<file path="config.mk">
export PLATFORM = sky130hd
export DESIGN_NAME = instr_prefetch
export DESIGN_NICKNAME = d
export VERILOG_FILES = /design/src/rtl/instr_prefetch_pkg.sv /design/src/rtl/pf_fifo.sv /design/src/rtl/instr_prefetch.sv
export SDC_FILE = /design/constraint.sdc
export NUM_CORES = 1
export LEC_CHECK = 0
export BUFFER_PORTS_ARGS = -buffer_cell sky130_fd_sc_hd__buf_2
export CORE_UTILIZATION = 45
export DETAILED_ROUTE_END_ITERATION = 16
export RECOVER_POWER = 50
export SLEW_MARGIN = 5
export SYNTH_ARGS = -nofsm -noshare
export SYNTH_HDL_FRONTEND = slang
export SYNTH_SLANG_ARGS = --single-unit
export TNS_END_PERCENT = 30
</file>
<file path="constraint.sdc">
create_clock -name clk -period 6.9 [get_ports clk]
set_input_delay 0 -clock clk [delete_from_list [all_inputs] [get_ports clk]]
set_output_delay 0 -clock clk [all_outputs]
set_load 0.005 [all_outputs]
</file>
<file path="src/rtl/instr_prefetch_pkg.sv">
// instr_prefetch_pkg: fetch FSM state type and default prefetch configuration
package instr_prefetch_pkg;
  typedef enum logic [1:0] {REQ, WAIT, DROP} pf_state_e;
  localparam int PF_DEPTH = 4;
  localparam logic [15:0] PF_RESET_VEC = 16'h0000;
  localparam int PF_W = 24;
endpackage

</file>
<file path="src/rtl/pf_fifo.sv">
// pf_fifo: small FIFO of {addr, byte} entries with flush and occupancy level
module pf_fifo import instr_prefetch_pkg::*; #(
  parameter int DEPTH = PF_DEPTH,
  parameter int W = PF_W
) (
  input  logic         clk,
  input  logic         rst,
  input  logic         push_i,
  input  logic         pop_i,
  input  logic         flush_i,
  input  logic [W-1:0] din_i,
  output logic [W-1:0] dout_o,
  output logic [3:0]   level_o
);
  localparam int AW = $clog2(DEPTH);
  logic [W-1:0] mem_q [DEPTH];
  logic [AW-1:0] rd_q, wr_q;
  logic [3:0] cnt_q;
  logic do_pop, do_push;
  assign do_pop = pop_i && cnt_q != 4'd0;
  assign do_push = push_i && (cnt_q != 4'(DEPTH) || do_pop);
  assign dout_o = mem_q[rd_q];
  assign level_o = cnt_q;
  always_ff @(posedge clk) begin
    if (rst || flush_i) begin
      rd_q <= '0;
      wr_q <= '0;
      cnt_q <= '0;
    end else begin
      if (do_push) wr_q <= wr_q + AW'(1);
      if (do_pop) rd_q <= rd_q + AW'(1);
      cnt_q <= cnt_q + 4'(do_push) - 4'(do_pop);
    end
  end
  always_ff @(posedge clk)
    if (do_push && !rst && !flush_i) mem_q[wr_q] <= din_i;
endmodule

</file>
<file path="src/rtl/instr_prefetch.sv">
// instr_prefetch: CODE byte prefetch queue with jump flush; PF_BYPASS_EN forwards acked data into an empty queue
module instr_prefetch import instr_prefetch_pkg::*; #(
  parameter int DEPTH = PF_DEPTH,
  parameter logic [15:0] RESET_VEC = PF_RESET_VEC
) (
  input  logic        clk,
  input  logic        reset,
  output logic        fetch_req,
  output logic [15:0] fetch_addr,
  input  logic        fetch_ack,
  input  logic [7:0]  fetch_data,
  output logic        out_valid,
  output logic [7:0]  out_byte,
  output logic [15:0] out_addr,
  input  logic        pop,
  input  logic        jump,
  input  logic [15:0] jump_addr,
  output logic [3:0]  level
);
  pf_state_e state_q, state_d;
  logic [15:0] pc_q, pc_d, hold_q, hold_d;
  logic [23:0] head;
  logic [3:0] fifo_lvl;
  logic fifo_empty, pop_fifo, room, accept, byp, push;
  pf_fifo #(.DEPTH(DEPTH), .W(PF_W)) u_fifo (
    .clk(clk),
    .rst(reset),
    .push_i(push),
    .pop_i(pop_fifo),
    .flush_i(jump),
    .din_i({fetch_addr, fetch_data}),
    .dout_o(head),
    .level_o(fifo_lvl)
  );
  always_comb begin
    fifo_empty = fifo_lvl == 4'd0;
    pop_fifo = pop && !fifo_empty && !jump;
    // a head byte leaving this cycle frees a slot for a new request
    room = (fifo_lvl - 4'(pop_fifo)) < 4'(DEPTH);
    fetch_req = !reset && (state_q != REQ || room);
    fetch_addr = state_q == DROP ? hold_q : pc_q;
    accept = fetch_req && fetch_ack && state_q != DROP && !jump;
`ifdef PF_BYPASS_EN
    byp = fifo_empty && accept;
`else
    byp = 1'b0;
`endif
    out_valid = !fifo_empty || byp;
    out_byte = byp ? fetch_data : fifo_empty ? 8'h00 : head[7:0];
    out_addr = byp ? fetch_addr : fifo_empty ? 16'h0000 : head[23:8];
    push = accept && !(byp && pop);
    level = fifo_lvl;
    pc_d = jump ? jump_addr : accept ? pc_q + 16'd1 : pc_q;
    hold_d = fetch_addr;
    state_d = (fetch_ack || !fetch_req) ? REQ : (jump || state_q == DROP) ? DROP : WAIT;
  end
  always_ff @(posedge clk) begin
    if (reset) begin
      state_q <= REQ;
      pc_q <= RESET_VEC;
      hold_q <= RESET_VEC;
    end else begin
      state_q <= state_d;
      pc_q <= pc_d;
      hold_q <= hold_d;
    end
  end
endmodule

</file>
Word level (Yosys, flattened, before mapping)
Memory sizes are Yosys's and may differ from the RTL's. A register that Yosys moved wholly into a read port is not among the register bits.
Cells that the tools add are included.
Widths: inputs -> output; s select.
Cells by class
  shifts and indexed selects: 0
  multiplexer cells: 10
  magnitude comparators: 1
  add/sub/neg operators: 6
  reductions and logical operators: 24
  equal/unequal tests: 3
  multiply operators: 0
  divide/modulo/power cells: 0
  bitwise logic cells: 0
Operator list (number)
  $mux 16: 4
  $add 16x1->16 const B: 1
  $logic_and 1x1->1: 10
  $mux 8: 1
  $sub 4x1->4: 2
  $mux 2: 3
  $logic_or 1x1->1: 5
  $add 2x1->2 const B: 2
  $add 4x1->4: 1
  $logic_not 1->1: 4
  $logic_not 4->1: 1
  $lt 4x3->1 const B: 1
  $ne 4x3->1 const B: 1
  $reduce_bool 2->1: 2
  $reduce_bool 4->1: 1
  $eq 2x2->1 const B: 1
  $mux 1: 2
  $ne 2x2->1 const B: 1
  $reduce_or 2->1: 1
Word-level totals
  input port bits: 29
  output and inout port bits: 46
  memory bits (writable): 96
  bits in registers: 42
  memories kept: 1
  ROM bits: 0
  word-level logic and storage cells: 51
  bits in latches: 0
Memory list
  u_fifo.mem_q: depth 4, width 24, read ports 1, clocked after memory_dff 1, wr ports 1, line pf_fifo.sv:16  | logic [W-1:0] mem_q [DEPTH];

Longest topological paths before layout
  depth in word-level cells: 16
  depth in mapped cells: 14
  depth with buffers taken out: 12

Modules after synthesis
A second synthesis with hierarchy kept.
Second synthesis, totals
  cell total of the unflattened synthesis: 432
  area total of the unflattened synthesis: 5914.4 um^2
By module, submodules not included
  pf_fifo: cells each 192, sequential area each 3083.0 um^2, area an instance 4067.7 um^2, times used 1
  instr_prefetch: cells each 240, sequential area each 680.7 um^2, area an instance 1846.8 um^2, times used 1

Worst setup path before layout
Ideal clock, no wire load.
  kind: register -> register
  start point: register u_fifo.cnt_q[2], in the netlist u_fifo.level_o[2]
  end point: register u_fifo.cnt_q[2], in the netlist u_fifo.level_o[2]
  path buffers: 2
  stages on the path, launching flop included: 14
  slack: 4054 ps
  clock period less this slack: 2846 ps
  data required time: 6773 ps
  arrival: 2719 ps
  setup time: 127 ps
  cell sequence: dfxtp_1 > inv_1 > ha_1 > o41a_1 > nor4_2 > a21oi_1 > buf_2 > buf_2 > nor2_1 > ha_1 > inv_1 > fa_1 > xnor2_1 > nor2_1
On the way
  word-level cells in the longest chain between the ends: 14
  elaborated cells on any way between the ends: 18
  those cells by class: add/sub: 3; order compare: 1; eq/ne: 1; reduce/logical: 13
Ends and longest elaborated chain
  from (decl): line pf_fifo.sv:18  | logic [3:0] cnt_q;
  from (signal assigned): line pf_fifo.sv:32  | cnt_q <= cnt_q + 4'(do_push) - 4'(do_pop);
  $logic_not 4->1: line instr_prefetch.sv:36  | fifo_empty = fifo_lvl == 4'd0;
  $logic_not 1->1: line instr_prefetch.sv:37  | pop_fifo = pop && !fifo_empty && !jump;
  $logic_and 1x1->1 (2 in a row): line instr_prefetch.sv:37
  $sub 4x1->4: line instr_prefetch.sv:39  | room = (fifo_lvl - 4'(pop_fifo)) < 4'(DEPTH);
  $lt 4x3->1: line instr_prefetch.sv:39
  $logic_or 1x1->1: line instr_prefetch.sv:40  | fetch_req = !reset && (state_q != REQ || room);
  $logic_and 1x1->1: line instr_prefetch.sv:40
  $logic_and 1x1->1 (3 in a row): line instr_prefetch.sv:42  | accept = fetch_req && fetch_ack && state_q != DROP && !jump;
  $logic_and 1x1->1: line pf_fifo.sv:21  | assign do_push = push_i && (cnt_q != 4'(DEPTH) || do_pop);
  $add 4x1->4: line pf_fifo.sv:32
  $sub 4x1->4 (*): line pf_fifo.sv:32
Mark *: on every way between the ends. The rest lies on a longest branch, timed or not.
A chain may end at the register's enable or synchronous reset.

Worst setup path after layout
  start point: register u_fifo.cnt_q[2], in the netlist u_fifo.level_o[2]
  end point: register u_fifo.cnt_q[3], in the netlist u_fifo.level_o[3]
The elaborated chain is that of the path after synthesis.

==> results.cfg <==
[global_route]
grt_remaining_overflow = 0
grt_usage_pct = 19.57
grt_max_degree = 37
grt_pass1_vias = 3645
grt_pass1_wl_um = 18950
antenna_found_initial = 0

[sta]
tightest_slew_ps = 1218
hold_slack_ps = 11.08
finalCritPeriodShare_pct = 52.23
period_minus_slack_ps = 3604
finalMaxSlewViolations = 0
fmax_mhz = 277.5
clock_skew_ps = 8.659
rsz0062_at_grt = false
finalSetupViolations = 0
slew_headroom_pct = 18.78
finalHoldViolCount = 0
finalSetupTns_ps = 0

[route]
first_pass_iters = 4
wirelength_um = 12150
drc = 0
vias_per_cell = 5.332
drt-wirelength-per-cell_um = 17.30
drtAntennaViolNets = 0
vias = 3743
drt_iter0_markers = 137
wl_met1_um = 5405
highest_layer = met4
wl_met2_um = 5922
dr_wl_met3_um = 623

[critical_path]
rrSetupSlack_ps = 3300
r2r_start = u_fifo.level_o[2]
reg2reg_to = u_fifo.level_o[3]
cp_slowest_cell = a21oi_2
worst_setup_path_start_kind = flip-flop
required_ps = 7250
critPathLaunch = u_fifo.level_o[2]
cp_max_fo = 31
critPathArrivalTime_ps = 3960
crit_family = compound AO/OA/AOI/OAI gates
end_kind = flip-flop
rr_worst_depth = 11
critPathBufInv = 1
slowest_delay_ps = 980
cp.depth = 11
crit_type = reg -> reg
worstPathCellList = inv_1 -> ha_1 -> a2111oi_0 -> nor3_1 -> a21oi_2 -> nor2_1 -> ha_1 -> a21oi_1 -> nor2_1 -> or3_1 -> a21oi_1
cp-endpoint = u_fifo.level_o[3]

[floorplanning]
rows = 41
core-area_sq_mm = 0.01272
start_util_pct = 46.50
fp.dieH_um = 116.7
die_area_sq_mm = 0.01361
ios = 75
die_x_um = 116.7

[power_and_ir_drop]
p_clk_share_pct = 42.5
p_int_mw = 1.463
power_frac_seq_pct = 49.5
switching_share_pct = 22.78
switchingPower_mw = 0.4317
p_comb_share_pct = 7.9
irDropWorstVdd_mv = 0.1364
p_leak_nw = 2.604
power_density_mw_per_mm2 = 262.9

[synthesis]
synth_area_per_cell_sq_um = 14.25
synth_area_sq_mm = 0.005916
synthFlopType = edfxtp_1
synth_cells = 415
ys_ff_latch = 140
synth.net_count = 458
synthArstFlopShare_pct = 0
synth_cell_types = 46
synth_warnings = 0
synth_edf_count = 96
yosysSeqAreaShare_pct = 63.62

[job]
maxCapViolCount = 0

[place]
portBuffers = 74
dp_hpwl_um = 7548
gp_congestion = 0.7597

[finish]
multi_input_area_sq_mm = 0.002011
synthToLayoutAreaGrowth_pct = 21.85
post-route-util_pct = 56.66
diodes = 0
nets = 560
layout-drive-gt1-share_pct = 21.70
ff_latch_area_sq_mm = 0.003765
fillers = 1100

[clock_network]
cts.clk_slew.worst_paths_ps = 60
root_buffer = clkbuf_16
clock_path_buffers = 2
htreeDepth = 4
clkLatencyLatePin_ps = 420
numCtsBuffers = 17
clkSinkCount = 140
cts.repair.resized = 0
cts_tree = built

[run_status]
status = completed

[worst_hold_path]
min_path_type = in -> reg
[state kept, by name (all words and copies together) (netlist names), named ones only]
name            count
u_fifo.mem_q       96
hold_q             16
pc_q               16
u_fifo.level_o      4
state_q             2
u_fifo.rd_q         2
u_fifo.wr_q         2
[worst min-delay path, cell delays in order]
cell and delay (ps):
buf_2 190, nor2_1 140, nor4_1 50
[cell usage in the layout (no fill, tap or decap), types with 7 or more instances in the layout]
cell type      instances
clkbuf_1              25
or4_1                  8
mux2_1                14
ha_1                  13
nand3_1               12
nor2b_1               17
inv_1                 17
nor2_1                27
and2_1                25
o31ai_1                7
edfxtp_1              96
mux4_2                24
dfxtp_1               43
dlygate4sd3_1         24
nand2_1               12
buf_2                 51
clkbuf_16             17
a21oi_1                8
a311oi_1               9
[power groups by stage]
| stage | clock [mW] | sequential, mW | combinational [mW] |
|---|---|---|---|
| floorplan | 0 | 0.951 | 0.0908 |
| global placement | 0 | 0.955 | 0.143 |
| detailed placement | 0 | 0.956 | 0.145 |
| CTS | 0.823 | 0.939 | 0.156 |
| global route | 0.855 | 0.941 | 0.171 |
| finish | 0.806 | 0.939 | 0.150 |
[cells in the mapped netlist, drive strengths merged, types with 7 or more instances]
master  number  area [sq um]
a21oi        9         45.04
a311oi       9         78.83
and2        25         156.4
buf          7         28.78
clkbuf      14         52.55
dfxtp       44         880.8
edfxtp      96          2883
ha          13         162.7
inv         17         63.81
mux2        14         157.7
mux4        24         540.5
nand2       12         45.04
nand3       12         60.06
nor2        27         101.4
nor2b       17         106.4
o21ai        9         45.04
o31ai        7         52.55
or4          8         60.06
[cells by family (layout without fill, tap and decap cells)]
group	after synthesis	after routing	share of synthesized area, %
and+or+nand+nor	131	131	12.39
adders and majority gates	14	14	3.088
DFF	140	140	63.62
muxes	39	39	11.97
buffers and inverters	38	153	2.453
xor gates and xnor gates	4	4	0.5923
AOI/OAI and AO/OA	49	49	5.880
[stage by stage]
stage                     power [mW]  instance area, sq um  instances  setup slack, ps
after global placement         1.098                  6470        646             3443
final                          1.895                  7208        702             3296
after global routing           1.967                  7208        702             2926
after floorplan                1.041                  5916        415             4054
after CTS                      1.919                  7241        702             3315
after detailed placement       1.101                  6470        646             3339
[routing by layer]
layer | GRT usage, % | vias up
met3 | 5.812 | 16
li1 | - | 1789
met5 | 0 | -
met4 | 8.608 | 0
met2 | 30.93 | 88
met1 | 25.08 | 1850
[how the worst min path moves through the flow]
stage	start	slack, ps	end	cells after the start
after floorplan	fetch_ack	80	state_q[0]	1
after global placement	fetch_data[5]	220	u_fifo.mem_q[0][5]	1
after detailed placement	fetch_data[6]	220	u_fifo.mem_q[0][6]	1
after CTS	jump	7	state_q[1]	3
after global routing	jump	40	pc_q[1]	2
final	jump	10	state_q[1]	3
[area by class of cell]
cell class	instances	share of cell area (%)
clock buffers	20	6.336
clock inverters	12	1.024
inverters	17	0.8853
multi-input cells	237	27.89
flip-flops and latches	140	52.23
well taps	172	2.986
repair buffers	104	8.644
[timing repair]
action / CTS / global route
hold buffers: 24 / 0
setup buffers: 0 / 0
endpoints found under the setup margin: 0 / 0
endpoints found under the hold margin: 49 / 0
No activity file was read; power rests on OpenSTA's default activity.
